### config.mk
export PLATFORM = sky130hd
export DESIGN_NAME = wide_add_seq
export DESIGN_NICKNAME = d
export VERILOG_FILES = /design/src/rtl/wide_add_pkg.sv /design/src/rtl/wide_add_seq_chunk_adder.sv /design/src/rtl/wide_add_seq.sv
export SDC_FILE = /design/constraint.sdc
export NUM_CORES = 1
export LEC_CHECK = 0
export BUFFER_PORTS_ARGS = -buffer_cell sky130_fd_sc_hd__buf_2
export CORE_AREA = 2 2 119 121
export CTS_CLUSTER_DIAMETER = 100
export DETAILED_ROUTE_END_ITERATION = 7
export DIE_AREA = 0 0 121 123
export MAX_ROUTING_LAYER = met4
export PLACE_DENSITY = 0.8
export SYNTH_ARGS = -nofsm -noshare
export SYNTH_HDL_FRONTEND = slang
export SYNTH_SLANG_ARGS = --single-unit
export TNS_END_PERCENT = 30
### constraint.sdc
create_clock -name clk -period 17.9 [get_ports clk]
set_clock_uncertainty 0.2 [all_clocks]
set_input_delay 0.895 -clock clk [delete_from_list [all_inputs] [get_ports clk]]
set_output_delay 0.895 -clock clk [all_outputs]
set_load 0.005 [all_outputs]
### src/rtl/wide_add_pkg.sv
// Shared types and default sizing for the chunked wide adder.
// Optional feature macro: WIDE_ADD_SUB_EN (adds subtraction).
package wide_add_pkg;

    typedef enum logic [1:0] {
        IDLE = 2'd0,
        RUN  = 2'd1,
        DONE = 2'd2
    } state_t;

    localparam int CHUNK_DEF  = 15;
    localparam int NCHUNK_DEF = 4;

endpackage

### src/rtl/wide_add_seq_chunk_adder.sv
// Combinational CHUNK-bit ripple-carry slice with carry-in.
// Each bit is one full-adder cell.
module chunk_adder #(
    parameter int CHUNK = 15
) (
    input  logic [CHUNK-1:0] a,
    input  logic [CHUNK-1:0] b,
    input  logic             cin,
    output logic [CHUNK-1:0] sum,
    output logic             cout
);

    logic [CHUNK:0] c;

    assign c[0] = cin;

    for (genvar i = 0; i < CHUNK; i++) begin : g_fa
        logic p;
        assign p        = a[i] ^ b[i];
        assign sum[i]   = p ^ c[i];
        assign c[i+1]   = (a[i] & b[i]) | (p & c[i]);
    end

    assign cout = c[CHUNK];

endmodule

### src/rtl/wide_add_seq.sv
// Multi-cycle wide adder: one shared slice, LS chunk first.
// Define WIDE_ADD_SUB_EN to add the in_sub port (A - B).
module wide_add_seq
    import wide_add_pkg::*;
#(
    parameter int  CHUNK  = CHUNK_DEF,
    parameter int  NCHUNK = NCHUNK_DEF,
    localparam int W      = CHUNK * NCHUNK
) (
    input  logic         clk,
    input  logic         rst,
    input  logic         in_valid,
    output logic         in_ready,
    input  logic [W-1:0] in_a,
    input  logic [W-1:0] in_b,
`ifdef WIDE_ADD_SUB_EN
    input  logic         in_sub,
`endif
    output logic         out_valid,
    input  logic         out_ready,
    output logic [W-1:0] out_sum,
    output logic         out_cout,
    output logic         busy
);

    localparam int IW = (NCHUNK > 1) ? $clog2(NCHUNK) : 1;
    localparam logic [IW-1:0] LAST = IW'(NCHUNK - 1);

    state_t            state;
    logic [IW-1:0]     idx;
    logic              carry;
    logic [W-1:0]      a_q;
    logic [W-1:0]      b_q;
    logic [W-1:0]      sum_q;
    logic [CHUNK-1:0]  sl_a;
    logic [CHUNK-1:0]  sl_b;
    logic [CHUNK-1:0]  sl_sum;
    logic              sl_cout;
    logic              init_c;

`ifdef WIDE_ADD_SUB_EN
    logic sub_q;
    assign init_c = in_sub;
    assign sl_b   = b_q[int'(idx)*CHUNK +: CHUNK] ^ {CHUNK{sub_q}};
`else
    assign init_c = 1'b0;
    assign sl_b   = b_q[int'(idx)*CHUNK +: CHUNK];
`endif

    assign sl_a = a_q[int'(idx)*CHUNK +: CHUNK];

    chunk_adder #(.CHUNK(CHUNK)) u_slice (
        .a    (sl_a),
        .b    (sl_b),
        .cin  (carry),
        .sum  (sl_sum),
        .cout (sl_cout)
    );

    assign out_sum = sum_q;

    always_ff @(posedge clk) begin
        if (rst) begin
            state     <= IDLE;
            idx       <= '0;
            carry     <= 1'b0;
            a_q       <= '0;
            b_q       <= '0;
            sum_q     <= '0;
            out_valid <= 1'b0;
            out_cout  <= 1'b0;
            in_ready  <= 1'b1;
            busy      <= 1'b0;
`ifdef WIDE_ADD_SUB_EN
            sub_q     <= 1'b0;
`endif
        end else begin
            unique case (state)
                IDLE: begin
                    if (in_valid) begin
                        a_q      <= in_a;
                        b_q      <= in_b;
                        idx      <= '0;
                        carry    <= init_c;
                        state    <= RUN;
                        in_ready <= 1'b0;
                        busy     <= 1'b1;
`ifdef WIDE_ADD_SUB_EN
                        sub_q    <= in_sub;
`endif
                    end
                end
                RUN: begin
                    sum_q[int'(idx)*CHUNK +: CHUNK] <= sl_sum;
                    carry <= sl_cout;
                    if (idx == LAST) begin
                        // top-chunk carry leaves only via out_cout
                        idx       <= '0;
                        out_cout  <= sl_cout;
                        out_valid <= 1'b1;
                        state     <= DONE;
                    end else begin
                        idx <= idx + 1'b1;
                    end
                end
                DONE: begin
                    if (out_ready) begin
                        out_valid <= 1'b0;
                        in_ready  <= 1'b1;
                        busy      <= 1'b0;
                        state     <= IDLE;
                    end
                end
                default: begin
                    state <= IDLE;
                end
            endcase
        end
    end

endmodule

==> flow_summary.ini <==
[status]
status = completed

[global_route]
antenna_found_initial = 0
grt_pass1_wl_um = 30900
grt_pass1_vias = 5977
grt_max_degree = 121
grt_use_total_pct = 27.8
overflow = 0

[logic_synthesis]
synth_area_um2 = 7610
ys_seq_area_share_pct = 49.7
syn_avg_cell_area_um2 = 9.56
netlist_instances = 796
synthesis.nets = 941
yosys-top-cells-area = dfxtp_1 50%, nand2_1 12%, mux4_2 8.9%, a21oi_1 8.2%, o2bb2ai_1 6.7%
synth_seq_cells = 189
synthDistinctLibCells = 32
netlist.area_leader.share_pct = 49.7
synth_largest_area_cell = dfxtp_1
ys_warn_count = 0

[clock_tree]
cts_buffer_depth = 2
htreeDepth = 4
post_cts_buffers = 0
path_clk_slew_ps = 70
cts-buffers-inserted = 17
cts_tree = done
hold_buffers = 0
cts-root-buf = clkbuf_16
cts_sinks = 189
insertion_delay_ps = 440
post_cts_resized = 0

[route]
dr.pass1.iters = 7
wirelength_um = 19400
vias = 6332
drt-initial-drc-count = 565
drc = 0
antenna_left = 0
wire_per_inst_um = 17.0
routed_via_density = 5.54

[cells_and_area]
fillers = 1083
final_common_cell = nand2_1
multi_input_area_um2 = 3370
area_growth_pct = 20.2
mostFrequentLayoutCells = 242 x nand2_1, 187 x dfxtp_1, 186 x buf_2
utilization_pct = 67.2
drive_gt1_share_pct = 27.5
seqCellArea_um2 = 3790
nets = 1094
n_antenna_cell = 0

[placement]
gp_congestion = 0.856
io_buffers = 187
hpwl_um = 13600

[sta]
timing.final.crit_share_pct = 42.8
min_period_ps = 7670
fin_setup_tns_ps = 0
rsz0062_at_grt = false
report.final.slew_viol_count = 0
worst_slew_pin_slew_ps = 1170
setup_viol = 0
slew_headroom_pct = 21.9
report.final.hold_viol_count = 0
fmax_ghz = 0.130

[setup_path]
endpoint_kind = flip-flop
crit_end = out_sum[44]
timing.rr.start = idx[1]
critPathKind = flip-flop to flip-flop
reg2reg_to = out_sum[44]
critPathLaunch = idx[1]
reg2reg_depth = 20
startpoint_type = flip-flop
worstPathMaxFanout = 20
critPathArrivalTime_ps = 7800
rrSetupSlack_ps = 10230
crit_required_ps = 18030

[die]
start_util_pct = 55.9
core_area_um2 = 13600
fp.dieArea_um2 = 14900
rows = 43
die_h_um = 123
die_x_um = 121
ios = 188

[run]
maxCapViolations = 0

[pwr]
ir_drop_mv = 0.0717
p_leak_nw = 3.69
power_density_nw_per_um2 = 106

[hold_path]
hp-class = flip-flop to flip-flop
holdCritStartpoint = a_q[13]
-- worst min-delay path by stage --
stage                          to  slack [ps]  cells after the start
final                     a_q[13]         260                      2
after global routing      a_q[44]         270                      2
after CTS                  a_q[7]         260                      2
after detailed placement  a_q[38]         240                      2
after global placement    a_q[50]         240                      2
after floorplan           a_q[30]         230                      2
-- flip-flops by register name, indices dropped and copies added, names as in the netlist --
| register | count |
|---|---|
| busy | 1 |
| a_q | 60 |
| b_q | 60 |
| idx | 2 |
| out_cout | 1 |
| out_sum | 60 |
| in_ready | 1 |
| out_valid | 1 |
| carry | 1 |
| state | 2 |
-- metal layers --
metal | part of all wire, % | global-route usage, %
met5 | 0 | -
met4 | 2.4 | 10.9
met3 | 7.3 | 4.94
met2 | 47 | 42.9
met1 | 44 | 36.7
-- per-stage QoR --
stage	setup WS, ps	hold slack, ps	cells	total power, mW	instance area, um2
5_1_grt	9950	272	1142	0.998	9140
6_report	10230	255	1142	0.966	9140
2_1_floorplan	10600	233	796	0.529	7610
3_3_place_gp	10380	240	1110	0.561	8490
4_1_cts	10240	256	1142	0.967	9140
3_5_place_dp	10280	244	1110	0.564	8490
-- synth_stat cells --
library cell / number
clkbuf_1: 19
nor3b_1: 1
buf_2: 28
nand3_1: 4
a22o_1: 2
nand2_1: 242
nand4_1: 2
inv_1: 34
dfxtp_1: 189
buf_6: 10
o32ai_1: 2
nor4b_4: 1
a22oi_1: 3
and4_1: 1
o2bb2ai_1: 58
o21bai_1: 1
buf_4: 1
or2_2: 1
a21oi_2: 4
nor4bb_1: 1
ha_1: 6
nor2b_1: 3
nor3_1: 1
and2_1: 1
nand3b_1: 1
nor2_1: 6
mux4_2: 30
fa_1: 15
buf_1: 1
nand2b_1: 2
a21oi_1: 125
or3b_2: 1
-- power breakdown --
part	internal, mW	switching (mW)
logic	0.0424	0.0628
clock network	0.246	0.164
registers	0.440	0.0105
total	0.728	0.238
-- worst max-delay path, stage by stage, from the launching register on --
cell and delay (ps):
dfxtp_2 590, buf_4 380, mux4_2 290, fa_1 160, inv_1 50, fa_1 390, fa_1 410, fa_1 400
fa_1 400, fa_1 400, fa_1 390, fa_1 390, fa_1 390, fa_1 390, fa_1 440, fa_1 400
fa_1 380, fa_1 370, inv_1 80, fa_1 430, a22o_1 220
-- final cells by class --
type / count / share of cell area, %
sequential: 189 / 41.4
timing repair buffer: 193 / 10.8
clock inverter: 12 / 2.01
clock buffer: 20 / 5.10
tap: 180 / 2.46
multi-input combinational: 514 / 36.9
inverter: 34 / 1.40
-- kinds of logic after synthesis --
kind of cell / count (synthesis) / synth area share, %
fa+ha+maj: 21 / 4.93
mux: 30 / 8.88
simple gates: 268 / 14.2
flops: 189 / 49.7
buf+inv: 93 / 6.08
compound gates: 195 / 16.2
(Power assumes the default switching activity.)
